<file path="src/rtl/ex_wb_stage_pkg.sv">
// Shared definitions for the EX->WB slot and the forwarding unit: opcodes,
// instruction-code field positions and the register-write predicate.
package ex_wb_stage_pkg;

    localparam int IC_W = 8;

    localparam logic [1:0] OP_ALU = 2'b00;
    localparam logic [1:0] OP_IMM = 2'b01;
    localparam logic [1:0] OP_BR  = 2'b10;
    localparam logic [1:0] OP_NOP = 2'b11;

    // Opcode 11 never writes, so an empty slot showing this code can't forward.
    localparam logic [IC_W-1:0] NOP_IC_DEF = 8'hC0;

    localparam int OPC_HI = 7;
    localparam int OPC_LO = 6;
    localparam int RD_HI  = 5;
    localparam int RD_LO  = 3;
    localparam int RS_HI  = 2;
    localparam int RS_LO  = 0;

    typedef enum logic {
        SLOT_EMPTY = 1'b0,
        SLOT_FULL  = 1'b1
    } slot_state_e;

    function automatic logic writes_reg(input logic [1:0] opc);
        return (opc == OP_ALU) || (opc == OP_IMM);
    endfunction

endpackage

</file>
<file path="src/rtl/ex_wb_stage.sv">
// EX->WB single-entry pipeline slot: drives the register-file write port,
// presents the write-back side of forwarding and counts retired instructions.
module ex_wb_stage
    import ex_wb_stage_pkg::*;
#(
    parameter int              DATA_W = 8,
    parameter int              CNT_W  = 16,
    parameter logic [IC_W-1:0] NOP_IC = NOP_IC_DEF
) (
    input  logic              clk,
    input  logic              reset,
    input  logic              ex_valid,
    input  logic [IC_W-1:0]   ex_ic,
    input  logic [DATA_W-1:0] ex_result,
    output logic              ex_ready,
    input  logic              flush,
    input  logic              wb_ready,
    output logic              rf_we,
    output logic [2:0]        rf_waddr,
    output logic [DATA_W-1:0] rf_wdata,
    output logic [IC_W-1:0]   EX_WB_IC,
    output logic [DATA_W-1:0] fwd_data,
    output logic              wb_valid,
    output logic [CNT_W-1:0]  retired
);

    slot_state_e       state_q, state_d;
    logic [IC_W-1:0]   slot_ic_q, slot_ic_d;
    logic [DATA_W-1:0] slot_data_q, slot_data_d;
    logic [CNT_W-1:0]  retired_q, retired_d;

    logic slot_valid;
    logic consume;
    logic load;

    assign slot_valid = (state_q == SLOT_FULL);
    assign consume    = slot_valid & wb_ready;
    // Accepting while the old entry drains keeps the slot streaming at one per cycle.
    assign ex_ready   = !slot_valid | wb_ready;
    assign load       = ex_valid & ex_ready & !flush;

    // NOTE: every always_comb output gets a default first, so no path can infer a latch.
    always_comb begin
        state_d     = state_q;
        slot_ic_d   = slot_ic_q;
        slot_data_d = slot_data_q;
        retired_d   = retired_q + CNT_W'(consume & !flush);

        if (flush) begin
            state_d   = SLOT_EMPTY;
            slot_ic_d = NOP_IC;
        end else if (load) begin
            state_d     = SLOT_FULL;
            slot_ic_d   = ex_ic;
            slot_data_d = ex_result;
        end else if (consume) begin
            state_d   = SLOT_EMPTY;
            slot_ic_d = NOP_IC;
        end
    end

    // NOTE: sequential state uses non-blocking assignments so all flops update together.
    always_ff @(posedge clk or posedge reset) begin
        if (reset) begin
            state_q     <= SLOT_EMPTY;
            slot_ic_q   <= NOP_IC;
            slot_data_q <= '0;
            retired_q   <= '0;
        end else begin
            state_q     <= state_d;
            slot_ic_q   <= slot_ic_d;
            slot_data_q <= slot_data_d;
            retired_q   <= retired_d;
        end
    end

    // A flushed entry is squashed: it neither writes nor retires.
    assign rf_we    = consume & !flush & writes_reg(slot_ic_q[OPC_HI:OPC_LO]);
    assign rf_waddr = slot_ic_q[RD_HI:RD_LO];
    assign rf_wdata = slot_data_q;
    assign EX_WB_IC = slot_valid ? slot_ic_q : NOP_IC;
    assign fwd_data = slot_data_q;
    assign wb_valid = slot_valid;
    assign retired  = retired_q;

endmodule

</file>
<file path="config.mk">
export PLATFORM = sky130hd
export DESIGN_NAME = ex_wb_stage
export DESIGN_NICKNAME = d
export VERILOG_FILES = /design/src/rtl/ex_wb_stage_pkg.sv /design/src/rtl/ex_wb_stage.sv
export SDC_FILE = /design/constraint.sdc
export NUM_CORES = 1
export LEC_CHECK = 0
export CORE_AREA = 2 2 75 77
export DETAILED_ROUTE_END_ITERATION = 12
export DIE_AREA = 0 0 77 79
export SYNTH_ARGS = -nofsm -noshare
export SYNTH_HDL_FRONTEND = slang
export SYNTH_SLANG_ARGS = --single-unit
</file>
<file path="constraint.sdc">
create_clock -name clk -period 3.9 [get_ports clk]
set_clock_uncertainty 0.05 [all_clocks]
set_input_delay 0.78 -clock clk [delete_from_list [all_inputs] [get_ports clk]]
set_output_delay 0.78 -clock clk [all_outputs]
set_load 0.05 [all_outputs]
</file>
==> flow_summary.toml, run 1 <==
[status]
status = "completed"

[finish]
syn2layout_area_growth_pct = 48.74
drive_above_1_share = 0.1257
num_antenna_cells = 0
layout.cells.non_filler = 263
finalInstanceArea_um2 = 2287
fin_nets = 214

[floorplan]
fp-row-count = 27
dieArea_um2 = 6083
start_util = 0.2881
fp.dieW_um = 77
pin_count = 67
die_y_um = 79
coreArea_um2 = 5338

[routing]
ant_nets = 0
viasPerCell = 4.373
drt-total-wl_mm = 3.414
top_layer = "met4"
dr_wl_met3_um = 187
drt-pass1-iter-count = 4
post_drt_wl_per_cell_um = 12.98
remaining_drc_errors = 0
drtIter0Drc = 28
routedLengthMet1_mm = 1.500
dr_wl_met2_mm = 1.674
num_vias = 1150

[place]
dpl.cell_count = 255
gp_congestion = 0.7295
place_hpwl_mm = 2.471
port_buffers = 66
placed_area_um2 = 2205

[sta]
maxSlewViolCount = 0
setup-violations-final = 0
tightest_slew_ns = 0.6190
fin_crit_ns = 3.198
finalCritPeriodShare = 0.8200
fmax_mhz = 312.7
relSlewSlack = 0.5869
rsz0062_at_grt = "false"
fin_tns_setup_ns = 0
hold_viol_final = 0

[clocking]
cts_buffer_depth = 2
clock-root-buffer = "clkbuf_8"
clk_latency_ns = 0.28
cts_setup_buffers = 0
h-tree-depth = 2
clock-sinks = 33
cts.clk_slew.worst_paths_ns = 0.06
cts_buffers = 5
ctsHoldBuffers = 0
cts_resized = 0
cts_tree = "done"

[global_routing]
grt_max_degree = 34
grt_usage = 0.1209
grt-ovfl-total = 0
antenna_found_initial = 0
grt_pass1_vias = 1167
grt_pass1_wl_mm = 5.713

[setup_path]
critPathMaxFanout = 3
cp_slowest_stage_delay_ns = 0.82
crit_top_cell = "clkdlybuf4s50_1"
crit_type = "input pin to output pin"
crit_path_start_kind = "input pin"
critical_path_required_ns = 3.07
path_cells = "clkdlybuf4s50_1 > nand2_1 > nor3_1 > clkdlybuf4s50_1"
worstPathArrival_ns = 2.37
crit_path_top_delay_cell = "clkdlybuf4s50_1"
end_kind = "output pin"

[synthesis]
synth.top_cell.area_share = 0.5045
ys_seq_elements = 33
ys_types = 26
async_flop_share = 1.000
synthesis.nets = 152
ys_warn_count = 0
synth-seq-area-share = 0.5386
syn_area_per_cell_um2 = 12.01
synthTopCellsByArea = "dfrtp_1 (50%), xor2_1 (6.3%), buf_4 (5.4%)"
syn_inst = 128
yosysTopAreaCell = "dfrtp_1"
synth_edf_count = 0
ys.flop_type = "dfrtp_1"
syn_area_um2 = 1538

[pwr]
powerDensity_nw_per_um2 = 460.0
peakVddDrop_v = 0.0003954
finalPower_mw = 1.052
p_leak_nw = 1.022

[worst_hold_path]
hp-class = "register to register"

[job]
maxCapViolations = 0
==> final timing paths <==
| path | startpoint | to | slack (ns) | depth (start not counted) |
|---|---|---|---|---|
| setup / recovery | wb_ready | rf_we | 0.70 | 4 |
| hold / removal | retired[15] | retired[15] | 0.42 | 1 |
| setup reg to reg | wb_valid | retired[12] | 1.76 | 7 |
| hold reg to reg | retired[15] | retired[15] | 0.42 | 1 |
| max in group asynchronous | reset | slot_ic_q[6] | 2.63 | 3 |
| min in group asynchronous | reset | retired[9] | 0.84 | 3 |
==> cell usage after synthesis, types with 2 or more instances <==
master / n
a22o_1: 6
a22oi_1: 2
and2_1: 6
buf_4: 11
dfrtp_1: 31
dfstp_2: 2
ha_1: 3
inv_1: 8
mux2_2: 6
mux2_4: 2
nand2_1: 7
nand3_1: 4
nand4_1: 4
nor2_1: 7
nor3_1: 3
nor4_1: 4
xnor2_1: 3
xor2_1: 11
==> registers in the layout, indices dropped and copies added (netlist names) <==
register and count:
wb_valid 1, fwd_data 8, retired 16, slot_ic_q 8
==> cells in the final DEF, fill, tap and decap left out, types with 4 or more instances in the layout <==
master / n
clkdlybuf4s50_1: 66
and2_1: 6
nand3_1: 4
clkbuf_8: 5
a22o_1: 6
mux2_2: 6
nand2_1: 7
inv_1: 8
xor2_1: 11
nor4_1: 4
dfrtp_1: 31
nand4_1: 4
nor2_1: 7
==> routing by layer <==
metal  vias to the layer above  global-route usage
met5                         -                   0
met4                         0             0.04821
met3                         7             0.04205
met2                        39              0.2000
met1                       554              0.1448
li1                        550                   -
==> stage by stage <==
stage / setup WS, ns / hold slack [ns] / utilization
6_report: 0.7021 / 0.4233 / 0.4285
5_1_grt: 0.6007 / 0.4339 / 0.4285
4_1_cts: 0.6850 / 0.4257 / 0.4285
3_5_place_dp: 0.6876 / 0.4137 / 0.4130
3_3_place_gp: 0.7039 / 0.4119 / 0.4130
2_1_floorplan: 1.058 / 0.4083 / -
==> logic make-up after synthesis <==
| kind of cell | synth area share |
|---|---|
| AOI/OAI and AO/OA | 0.05207 |
| DFF | 0.5386 |
| xor gates and xnor gates | 0.07974 |
| buffers and inverters | 0.08381 |
| muxes | 0.06346 |
| adders and majority gates | 0.02441 |
| and+or+nand+nor | 0.1579 |
==> power breakdown <==
part	internal (mW)	total, mW	leakage, nW	switching, mW
clock network	0.124	0.246	0.0450	0.122
registers	0.383	0.427	0.421	0.0439
logic	0.136	0.380	0.557	0.244
total	0.642	1.05	1.02	0.410
==> area by class of cell <==
| class | instances | area, um^2 |
|---|---|---|
| Fill cell | 546 | 3050 |
| Sequential cell | 33 | 828.3 |
| Timing Repair Buffer | 68 | 675.6 |
| Multi-Input combinational cell | 74 | 580.6 |
| Tap cell | 72 | 90.09 |
| Clock buffer | 6 | 72.57 |
| Inverter | 8 | 30.03 |
| Clock inverter | 2 | 10.01 |
==> worst max-delay path: cells and delay by family <==
kind / cells / cell delay [ns]
buffers and inverters: 2 / 1.35
and+or+nand+nor: 2 / 0.24
Power figures use the tool's default switching activity.
==> run 2, diff against run 1 <==
Clock period 3.9 ns to 2.9 ns, I/O delays scaled along.
==> flow_summary.toml, run 2 (same netlist as run 1, synthesis figures left out) <==
[status]
status = "completed"

[routing]
drtIter0Drc = 45
remaining_drc_errors = 0
post_drt_wl_per_cell_um = 12.83
drt-total-wl_mm = 3.374
num_vias = 1109
ant_nets = 0
drt-pass1-iter-count = 4
viasPerCell = 4.217

[clocking]
clock-root-buffer = "clkbuf_8"
cts.clk_slew.worst_paths_ns = 0.07
cts_tree = "done"
clock-sinks = 33
cts_setup_buffers = 0
cts_buffers = 5
clk_latency_ns = 0.28
cts_resized = 0
h-tree-depth = 2
ctsHoldBuffers = 0
cts_buffer_depth = 2

[finish]
layout.cells.non_filler = 263
fillerInstances = 549
fin_nets = 214
drive_above_1_share = 0.1361
syn2layout_area_growth_pct = 51.42
largest_reg_flops = 16
final_common_cell = "clkdlybuf4s50_1"
layout_common_cells = "clkdlybuf4s50_1 (64), dfrtp_1 (31), xor2_1 (11), inv_1 (8)"
num_antenna_cells = 0

[floorplan]
dieArea_um2 = 6083
coreArea_um2 = 5338
pin_count = 67
die_y_um = 79
start_util = 0.2881
fp-row-count = 27
fp.dieW_um = 77

[global_routing]
grt_max_degree = 34
antenna_found_initial = 0
grt-ovfl-total = 0
grt_usage = 0.1219
grt_pass1_wl_mm = 5.616
grt_pass1_vias = 1149

[job]
maxCapViolations = 0

[pwr]
powerDensity_nw_per_um2 = 655.9
peakVddDrop_v = 0.0004721
p_leak_nw = 1.041

[setup_path]
end_kind = "output pin"
worstPathArrival_ns = 1.83
crit_type = "register to output pin"
crit_path_start_kind = "register"
critical_path_required_ns = 2.27
critPathMaxFanout = 13
reg2regPathDepth = 7

[sta]
fmax_mhz = 406.2
fin_tns_setup_ns = 0
hold_viol_final = 0
rsz0062_at_grt = "false"
finalCritPeriodShare = 0.8490
maxSlewViolCount = 0
fin_crit_ns = 2.462
setup-violations-final = 0
relSlewSlack = 0.6248
tightest_slew_ns = 0.5617

[place]
gp_congestion = 0.7367
port_buffers = 66
dpl.cell_count = 255
place_hpwl_mm = 2.479

[worst_hold_path]
hp-class = "register to register"
hold_depth = 1
run 2: routing by layer:
layer  track usage  vias up  wire length, um
met1        0.1558      516             1501
met2        0.1904       42             1596
met4       0.06429        0               73
met5             0        -                0
met3       0.03182        7              202
li1              -      544                -
run 2: worst paths after layout:
check	from	endpoint	slack [ns]
worst max-delay path	wb_valid	EX_WB_IC[4]	0.44
worst min-delay path	retired[15]	retired[15]	0.42
worst max register to register	wb_valid	retired[12]	0.80
worst min register to register	retired[15]	retired[15]	0.42
max in group asynchronous	reset	slot_ic_q[7]	1.83
min in group asynchronous	reset	retired[11]	0.64
run 2: per-stage QoR:
stage | util | hold WS [ns] | cell area [um^2] | worst slack, ns | power [mW]
final | 0.4362 | 0.4234 | 2328 | 0.4379 | 1.527
after global routing | 0.4362 | 0.4608 | 2328 | 0.3249 | 1.601
after CTS | 0.4362 | 0.4297 | 2328 | 0.3906 | 1.554
after detailed placement | 0.4144 | 0.4164 | 2212 | 0.2134 | 1.097
after global placement | 0.4144 | 0.4148 | 2212 | 0.3244 | 1.093
after floorplan | - | 0.4083 | 1538 | 0.2583 | 0.9288
run 2: area by class of cell:
| cell class | count | area [um^2] | share of cell area |
|---|---|---|---|
| flip-flops and latches | 33 | 828.3 | 0.3557 |
| repair buffers | 68 | 683.2 | 0.2934 |
| multi-input cells | 74 | 580.6 | 0.2493 |
| well taps | 72 | 90.09 | 0.03869 |
| clock buffers | 7 | 86.33 | 0.03708 |
| clock inverters | 1 | 30.03 | 0.01290 |
| inverters | 8 | 30.03 | 0.01290 |
run 2: where the power goes:
part           internal (mW)  total (mW)  leakage [nW]  switching (mW)
clock                  0.280       0.444        0.0585           0.164
sequential             0.515       0.571         0.421          0.0563
combinational          0.183       0.512         0.562           0.329
run 2: worst max-delay path, stage by stage, from the launching register on:
cell and delay (ns):
dfrtp_1 0.56, and2_1 0.19, clkdlybuf4s50_1 0.80
==> RTL change (settings of run 1) <==
Register the output `retired` once more, cleared by the reset; this adds one clock of latency there. The other outputs are not delayed to match.
--- a/src/rtl/ex_wb_stage.sv
+++ b/src/rtl/ex_wb_stage.sv
@@ -81,7 +81,13 @@
     assign EX_WB_IC = slot_valid ? slot_ic_q : NOP_IC;
     assign fwd_data = slot_data_q;
     assign wb_valid = slot_valid;
-    assign retired  = retired_q;
+    always_ff @(posedge clk or posedge reset) begin
+        if (reset) begin
+            retired <= '0;
+        end else begin
+            retired <= retired_q;
+        end
+    end
 
 endmodule
 
Behaviour: not the same (Yosys sat finds a counterexample within 4 cycles, from zero or initial values and one cycle with reset high).
==> RTL change against run 1 <==
- cell area is 16% higher
- sequential cell count is 16 higher
- via count is 12% higher
- highest routed layer unchanged
- power is 23% higher
- synthesized area is 25% higher
- setup slack worse by 0.025 ns
- critical endpoint unchanged
- register-to-register slack better by 0.09 ns
- routed wire length is 16% higher
==> RTL change: results (changes against run 1) <==
- Status: finished clean (unchanged)
- Largest net degree at the start of global routing: 50 (was 34)
- Via density: 4.64 (was 4.37)
- Dominant synthesized flop cell: dfrtp_1 (unchanged)
- I/O Buffers: 66 (unchanged)
- GRT Util Overall: 13.8% (was 12.1%)
- Post-CTS sizing: 0 (unchanged)
- DP HPWL: 2820 um (was 2470 um)
- Peak VDD IR: 0.216 mV (was 0.395 mV)
- Count of unique library cells instantiated by Yosys: 24 (was 26)
- Antenna violations before repair: 0 (unchanged)
- Antenna Cells: 0 (unchanged)
- Vias in the first global route: 1,344 (was 1,167)
- Setup Slack @ Placement: 0.682 ns (was 0.688 ns)
- Syn nets: 168 (was 152)
- Initial drt markers: 46 (was 28)
- Post-CTS Setup Bufs: 0 (unchanged)
- Worst-Margin Slew: 0.971 ns (was 0.619 ns)
- Gpl congestion: 0.752 (was 0.730)
- CTS buffer count: 5 (unchanged)
- Crit path DAT: 2.39 ns (was 2.37 ns)
- Sequential-to-total area share from yosys stat: 64.0% (was 53.9%)
- Layout cells sized above 1: 10.2% (was 12.6%)
- NumNets Final: 228 (was 214)
- Synth top area cells: dfrtp_1 61%, mux2_2 4.7%, xor2_1 4.6% (was dfrtp_1 50%, xor2_1 6.3%, buf_4 5.4%)
- Worst-path clk slew: 0.09 ns (was 0.06 ns)
- Biggest regs: retired x16, retired_q x16
- Leakage: 1.21 nW (was 1.02 nW)
- Avg WL per Cell: 14.3 um (was 13.0 um)
- Ys async rst share: 100% (unchanged)
- H-tree lvl count: 2 (unchanged)
- First-pass GRT wire length: 6580 um (was 5710 um)
- Most instantiated cells after synthesis: 47 x dfrtp_1, 11 x buf_4, 10 x xor2_1 (was 31 x dfrtp_1, 11 x buf_4, 11 x xor2_1)
==> RTL change: power by group <==
part           internal (W)  switching (W)
logic              0.000132       0.000247
clock network      0.000145       0.000155
registers          0.000567      0.0000478
==> RTL change: per-stage QoR <==
stage	hold WS, ns	instance area (um2)	instances	util [%]
after global routing	0.365	2660	277	49.9
after detailed placement	0.341	2570	269	48.2
after global placement	0.344	2570	269	48.2
final	0.359	2660	277	49.9
after floorplan	0.322	1920	144	-
after CTS	0.360	2660	277	49.9
==> RTL change: final timing paths <==
check,from,to,cells past startpoint,slack (ns)
worst max register to register,wb_valid,retired_q[12],7,1.85
max in group asynchronous,reset,slot_ic_q[1],2,2.21
min in group asynchronous,reset,fwd_data[3],2,0.97
worst min register to register,retired_q[0],retired[0],0,0.36
worst min-delay path,retired_q[0],retired[0],0,0.36
worst max-delay path,wb_ready,rf_we,4,0.68
==> RTL change: final cells by class <==
type	instances	area [um2]
Inverter	8	30.0
Fill cell	482	2670
Tap cell	72	90.1
Multi-Input combinational cell	74	564
Timing Repair Buffer	66	661
Clock buffer	8	90.1
Sequential cell	49	1230
==> RTL change: routing by layer <==
layer	GRT usage, %	vias to the layer above	part of all wire [%]
met5	0	-	0
met4	4.29	0	0.61
met3	4.89	4	6.2
met2	23.1	47	48
met1	17.0	639	45
li1	-	594	-
==> RTL change: cell families after synthesis <==
logic type      after synthesis  share of synthesized area [%]
flops                        49                           64.0
simple gates                 40                           12.2
buf+inv                      21                           6.64
xor+xnor                     14                           6.38
compound gates                9                           4.17
mux                           8                           4.69
fa+ha+maj                     3                           1.95
==> RTL change: critical path, stage by stage <==
cell	delay, ns
clkdlybuf4s50_1	0.54
nand2_1	0.09
nor3_1	0.15
clkdlybuf4s50_1	0.84
